[src/rtl/inst_fetch_if.sv]
// Instruction-memory port of the fetch unit: an in-order request channel
// and a response channel with no backpressure.
`timescale 1ns/1ps

interface inst_fetch_if #(
   parameter int ADDR_W = 32,
   parameter int INST_W = 32
);
   // A request transfers on a posedge where imem_req_valid && imem_req_ready.
   // While valid && !ready, the address is held stable. Responses return one
   // per imem_resp_valid cycle, in request order, and cannot be refused.
   logic              imem_req_valid;
   logic              imem_req_ready;
   logic [ADDR_W-1:0] imem_req_addr;
   logic              imem_resp_valid;
   logic [INST_W-1:0] imem_resp_data;

   modport master (
      output imem_req_valid,
      output imem_req_addr,
      input  imem_req_ready,
      input  imem_resp_valid,
      input  imem_resp_data
   );

   modport slave (
      input  imem_req_valid,
      input  imem_req_addr,
      output imem_req_ready,
      output imem_resp_valid,
      output imem_resp_data
   );
endinterface

[src/rtl/inst_fetch.sv]
// Instruction-fetch front end: owns the PC, issues credit-limited word reads,
// buffers {pc, inst} pairs and presents one per cycle to the IF/ID register.
`timescale 1ns/1ps

module inst_fetch #(
   parameter int                ADDR_W   = 32,
   parameter int                INST_W   = 32,
   parameter logic [ADDR_W-1:0] RESET_PC = '0,
   parameter int                DEPTH    = 2
) (
   input  logic              clk,
   input  logic              rst,
   inst_fetch_if.master      imem,
   input  logic              stall,
   input  logic              redirect,
   input  logic [ADDR_W-1:0] redirect_pc,
   output logic              if_valid,
   output logic [ADDR_W-1:0] if_pc,
   output logic [INST_W-1:0] if_inst
);

   localparam int CNT_W = $clog2(DEPTH + 1);
   localparam int PTR_W = $clog2(DEPTH);

   logic [ADDR_W-1:0] pc_q, pc_d;
   logic [CNT_W-1:0]  inflight_q, inflight_d;
   logic [CNT_W-1:0]  drop_q, drop_d;
   logic [CNT_W-1:0]  count_q, count_d;
   logic [PTR_W-1:0]  wr_ptr_q, wr_ptr_d;
   logic [PTR_W-1:0]  rd_ptr_q, rd_ptr_d;
   logic [ADDR_W-1:0] fifo_pc_q   [DEPTH];
   logic [ADDR_W-1:0] fifo_pc_d   [DEPTH];
   logic [INST_W-1:0] fifo_inst_q [DEPTH];
   logic [INST_W-1:0] fifo_inst_d [DEPTH];

   logic [CNT_W:0]    used;
   logic              credit_ok;
   logic              req_valid;
   logic              req_fire;
   logic              resp_in;
   logic              push;
   logic              pop;
   logic [CNT_W-1:0]  live;
   logic [CNT_W-1:0]  inflight_after_resp;
   logic [ADDR_W-1:0] resp_pc;

   // A slot is reserved at issue time, so the buffer can never overflow.
   assign used      = {1'b0, inflight_q} + {1'b0, count_q};
   assign credit_ok = used < (CNT_W+1)'(DEPTH);
   assign req_valid = !rst && !redirect && credit_ok;
   assign req_fire  = req_valid && imem.imem_req_ready;

   assign imem.imem_req_valid = req_valid;
   assign imem.imem_req_addr  = pc_q;

   assign resp_in = !rst && imem.imem_resp_valid;
   assign push    = resp_in && !redirect && (drop_q == '0);

   // Surviving in-flight requests are consecutive and end just below pc_q,
   // so the oldest one's PC is derived rather than stored per request.
   assign live    = inflight_q - drop_q;
   assign resp_pc = pc_q - (ADDR_W'(live) << 2);

   assign inflight_after_resp = inflight_q - CNT_W'(resp_in);

   assign if_valid = !rst && (count_q != '0);
   assign pop      = if_valid && !stall && !redirect;
   assign if_pc    = if_valid ? fifo_pc_q[rd_ptr_q]   : '0;
   assign if_inst  = if_valid ? fifo_inst_q[rd_ptr_q] : '0;

   always_comb begin
      pc_d        = pc_q;
      inflight_d  = inflight_q;
      drop_d      = drop_q;
      count_d     = count_q;
      wr_ptr_d    = wr_ptr_q;
      rd_ptr_d    = rd_ptr_q;
      fifo_pc_d   = fifo_pc_q;
      fifo_inst_d = fifo_inst_q;

      if (redirect) begin
         // Every older request still outstanding is now wrong-path.
         pc_d       = redirect_pc;
         inflight_d = inflight_after_resp;
         drop_d     = inflight_after_resp;
         count_d    = '0;
         wr_ptr_d   = '0;
         rd_ptr_d   = '0;
      end else begin
         if (req_fire) begin
            pc_d = pc_q + ADDR_W'(4);
         end
         inflight_d = inflight_q + CNT_W'(req_fire) - CNT_W'(resp_in);
         if (resp_in && (drop_q != '0)) begin
            drop_d = drop_q - CNT_W'(1);
         end
         if (push) begin
            fifo_pc_d[wr_ptr_q]   = resp_pc;
            fifo_inst_d[wr_ptr_q] = imem.imem_resp_data;
            wr_ptr_d              = wr_ptr_q + PTR_W'(1);
         end
         if (pop) begin
            rd_ptr_d = rd_ptr_q + PTR_W'(1);
         end
         count_d = count_q + CNT_W'(push) - CNT_W'(pop);
      end
   end

   always_ff @(posedge clk) begin
      if (rst) begin
         pc_q       <= RESET_PC;
         inflight_q <= '0;
         drop_q     <= '0;
         count_q    <= '0;
         wr_ptr_q   <= '0;
         rd_ptr_q   <= '0;
      end else begin
         pc_q       <= pc_d;
         inflight_q <= inflight_d;
         drop_q     <= drop_d;
         count_q    <= count_d;
         wr_ptr_q   <= wr_ptr_d;
         rd_ptr_q   <= rd_ptr_d;
      end
   end

   always_ff @(posedge clk) begin
      fifo_pc_q   <= fifo_pc_d;
      fifo_inst_q <= fifo_inst_d;
   end

   always_ff @(posedge clk) begin
      if (!rst) begin
         assert (!(push && (count_q == CNT_W'(DEPTH))));
         assert (!(resp_in && (inflight_q == '0)));
         assert (drop_q <= inflight_q);
      end
   end

endmodule

[src/flat_wrapper.sv]
// flat-port wrapper written by rule: the top's interface ports become plain ports
module inst_fetch_flat 
#(
   parameter int                ADDR_W   = 32,
   parameter int                INST_W   = 32,
   parameter logic [ADDR_W-1:0] RESET_PC = '0,
   parameter int                DEPTH    = 2
)
  (clk, rst, stall, redirect, redirect_pc, if_valid, if_pc, if_inst, imem_imem_req_valid, imem_imem_req_addr, imem_imem_req_ready, imem_imem_resp_valid, imem_imem_resp_data);
  inst_fetch_if #(.ADDR_W(ADDR_W), .INST_W(INST_W)) imem_i ();
  input  logic clk;
  input  logic rst;
  input  logic stall;
  input  logic redirect;
  input  logic [ADDR_W-1:0] redirect_pc;
  output logic if_valid;
  output logic [ADDR_W-1:0] if_pc;
  output logic [INST_W-1:0] if_inst;
  output wire logic [$bits(imem_i.imem_req_valid)-1:0] imem_imem_req_valid;
  output wire logic [$bits(imem_i.imem_req_addr)-1:0] imem_imem_req_addr;
  input wire logic [$bits(imem_i.imem_req_ready)-1:0] imem_imem_req_ready;
  input wire logic [$bits(imem_i.imem_resp_valid)-1:0] imem_imem_resp_valid;
  input wire logic [$bits(imem_i.imem_resp_data)-1:0] imem_imem_resp_data;
  assign imem_imem_req_valid = imem_i.imem_req_valid;
  assign imem_imem_req_addr = imem_i.imem_req_addr;
  assign imem_i.imem_req_ready = imem_imem_req_ready;
  assign imem_i.imem_resp_valid = imem_imem_resp_valid;
  assign imem_i.imem_resp_data = imem_imem_resp_data;
  inst_fetch #(.ADDR_W(ADDR_W), .INST_W(INST_W), .RESET_PC(RESET_PC), .DEPTH(DEPTH)) u_core (.clk(clk), .rst(rst), .imem(imem_i), .stall(stall), .redirect(redirect), .redirect_pc(redirect_pc), .if_valid(if_valid), .if_pc(if_pc), .if_inst(if_inst));
endmodule
[config.mk]
export PLATFORM = sky130hd
export DESIGN_NAME = inst_fetch_flat
export DESIGN_NICKNAME = d
export VERILOG_FILES = /design/src/rtl/inst_fetch_if.sv /design/src/rtl/inst_fetch.sv /design/src/flat_wrapper.sv
export SDC_FILE = /design/constraint.sdc
export NUM_CORES = 1
export LEC_CHECK = 0
export ABC_AREA = 1
export BUFFER_PORTS_ARGS = -buffer_cell sky130_fd_sc_hd__buf_2
export CORE_ASPECT_RATIO = 1.1
export CORE_MARGIN = 5
export CORE_UTILIZATION = 40
export CTS_CLUSTER_DIAMETER = 120
export DETAILED_ROUTE_END_ITERATION = 8
export PLACE_DENSITY = 0.63
export SYNTH_ARGS = -nofsm -noshare
export SYNTH_HDL_FRONTEND = slang
export SYNTH_SLANG_ARGS = --single-unit
[constraint.sdc]
create_clock -name clk -period 5.92 [get_ports clk]
set_input_delay 0.296 -clock clk [delete_from_list [all_inputs] [get_ports clk]]
set_output_delay 0.296 -clock clk [all_outputs]
set_load 0.005 [all_outputs]
==> summary.txt <==
Outcome
  – Status: finished, final reports clean

Drt
  – Final WL: 20900 um
  – DRC viols: 0
  – Drt pass-1 iters: 4
  – DR vias/cell: 4.63
  – Vias post-DR: 6871
  – Detail Route Antenna Nets: 0
  – Iter 0 DRT Violations: 420
  – Wire length per cell: 14.0 um

Synthesis
  – Post-synth EDFFs: 128
  – Ys Warns: 0
  – Yosys cell types: 45
  – Dominant synthesized flop cell: edfxtp_1
  – Cells after synthesis: 1040
  – Main area contributors after synthesis: edfxtp_1 (44%), nand2_1 (17%), dfxtp_1 (9.3%)
  – Top-count cell post-synth: nand2_1
  – Mapped Avg Cell Area: 8.31 um^2
  – Post-synth top area cell: edfxtp_1
  – FFs w/ async S/R, synth: 0%
  – Register area share after synthesis: 53.8%
  – Synth top area share: 44.5%
  – Post-Syn Nets: 1121
  – Post-synth top cells: nand2_1 (399), edfxtp_1 (128), inv_1 (124), nor2_1 (88), nand3_1 (51)
  – Flops & latches, synth: 168
  – Mapped cell area: 8640 um^2

Critical path
  – Crit path buf inv count: 4
  – Critical path endpoint category: register
  – CP max FO: 36
  – WP data required: 6.00 ns
  – Slowest-stage cell, CP: nor2_4
  – Startpoint types: input port
  – Top delay family on crit path: simple AND/OR/NAND/NOR gates
  – Cell chain of the critical path: buf_2 -> nor2_4 -> inv_1 -> nor3_1 -> inv_1 -> nor2_4 -> buf_4
  – Crit-path max cell delay: 0.87 ns
  – Setup CP Type: input port to register
  – Arr. time, crit path: 2.98 ns
  – R2R Setup Slk: 3.03 ns

STA
  – Relative slew slack: 22.2%
  – Fmax: 345 MHz
  – Setup-failing EPs final: 0
  – Tcrit/Tclk final: 49.0%
  – Max Slew Vio Count: 0
  – Slew @ Worst Pin: 1.16 ns
  – Fin Setup TNS: 0 ns
  – Final hold slack: 0.0606 ns
  – RSZ-0062 raised after global routing: no
  – Clk_skew: 0.0117 ns
  – Minimum clock period: 2.90 ns
  – Hold Vio Cnt, Final: 0

Final layout
  – Final Util: 48.3%
  – # fillers: 2109
  – Fin nets: 1263
  – Sequential Area: 4650 um^2
  – Area Growth Syn to Fin: 19.0%
  – Layout cells sized above 1: 20.6%
  – Multi-input logic area: 3300 um^2
  – Ant diodes: 0

Clock network
  – CTS buffer count: 17
  – CTS Sinks: 168
  – TritonCTS clock tree: built
  – Cts-stage hold buffer count: 0
  – # Post-CTS Setup Buffers: 0
  – Maximum buffer depth of the clock tree: 2
  – Clock transition at the registers of the reported paths: 0.07 ns
  – Clock latency at the later pin of the worst-skew pair: 0.43 ns
  – CTS resizes: 0
  – Root Buffer: clkbuf_16
  – CTS HTree Levels: 4

Floorplan
  – Die extent in x: 150 um
  – Core Area: 21300 um^2
  – Rows: 56
  – IO Count: 168
  – Die Ht: 164 um
  – Die ar.: 24600 um^2
  – Starting density of the core: 40.6%

GRT
  – Pin count of the biggest net entering global routing: 67
  – Grt total ovfl: 0
  – Antenna violations before repair: 0
  – Vias in the first global route: 6615
  – First-pass GRT wire length: 33500 um
  – GR Util All Layers: 17.2%

Placed design
  – HPWL Detailed: 14800 um
  – I/O Buffers: 167
  – Final GP Congestion: 0.854

Power and ir drop
  – Pwr Density: 272 nW/um^2
  – Max VDD drop: 0.205 mV
  – Leak: 4.93 nW

Flow run
  – Max Cap Viol: 0

Worst hold path
  – Worst hold path type: input port to register
==> final timing paths <==
check	from	cells past startpoint	endpoint
max	rst	7	u_core.fifo_inst_q[22]
min	imem_imem_resp_data[25]	1	u_core.fifo_inst_q[25]
max reg2reg	u_core.drop_q[0]	7	u_core.fifo_inst_q[22]
min reg2reg	u_core.imem.imem_req_addr[0]	0	u_core.fifo_pc_q[32]
==> logic make-up (layout without fill, tap and decap cells) <==
family / Yosys count / count (layout) / share of synthesized area, %
AO/OA/AOI/OAI: 69 / 69 / 4.71
AND/OR/NAND/NOR: 584 / 584 / 28.5
XOR/XNOR: 30 / 30 / 3.04
adder cells (fa/ha/maj): 11 / 11 / 1.77
buffers and inverters: 178 / 333 / 8.26
flip-flops: 168 / 168 / 53.8
==> cells in the final DEF, fill, tap and decap left out, drive strengths merged, types with 2 or more instances in the layout <==
| master | count |
|---|---|
| clkbuf | 17 |
| a22o | 2 |
| fa | 2 |
| a21oi | 28 |
| nand2 | 404 |
| nor3 | 10 |
| nor2 | 106 |
| o221ai | 6 |
| a221oi | 2 |
| or2 | 2 |
| o211ai | 3 |
| dfxtp | 40 |
| o21ai | 23 |
| a31oi | 2 |
| xor2 | 26 |
| xnor2 | 4 |
| clkinv | 4 |
| nor3b | 2 |
| bufinv | 3 |
| nor4 | 2 |
| edfxtp | 128 |
| nand3 | 55 |
| buf | 171 |
| inv | 137 |
| ha | 9 |
==> registers in the layout, indices dropped and copies added, names as in the netlist <==
name and flops:
u_core.inflight_q 2, u_core.drop_q 2, u_core.imem.imem_req_addr 32, u_core.wr_ptr_q 1
u_core.fifo_pc_q 64, u_core.count_q 2, u_core.fifo_inst_q 64, u_core.rd_ptr_q 1
==> final cells by class <==
cell class	count	area share (%)
well taps	290	3.53
repair buffers	171	8.42
inverters	130	4.75
clock buffers	17	4.14
multi-input cells	694	32.1
clock inverters	15	1.84
flip-flops and latches	168	45.2
==> routing by layer <==
metal  up-vias  track usage, %  part of all wire, %
li1       3574               -                    -
met1      3086            22.9                   46
met2       184            28.1                   46
met3        27            3.59                  5.7
met4         0            5.37                  1.9
met5         -               0                    0
==> through the flow <==
step / instances / setup slack [ns] / power [mW] / cell area (um^2)
2_1_floorplan: 1040 / 1.79 / 1.57 / 8640
3_3_place_gp: 1453 / 2.65 / 1.67 / 9670
3_5_place_dp: 1453 / 2.52 / 1.67 / 9670
4_1_cts: 1485 / 2.96 / 2.82 / 10300
5_1_grt: 1485 / 2.78 / 2.92 / 10300
6_report: 1485 / 3.02 / 2.80 / 10300
==> where the power goes <==
| part | total, mW | switching, mW | internal, mW | leakage (nW) |
|---|---|---|---|---|
| logic | 0.283 | 0.180 | 0.103 | 3.13 |
| registers | 1.36 | 0.0399 | 1.32 | 1.50 |
| clock network | 1.15 | 0.477 | 0.675 | 0.301 |
Power figures use the tool's default switching activity.
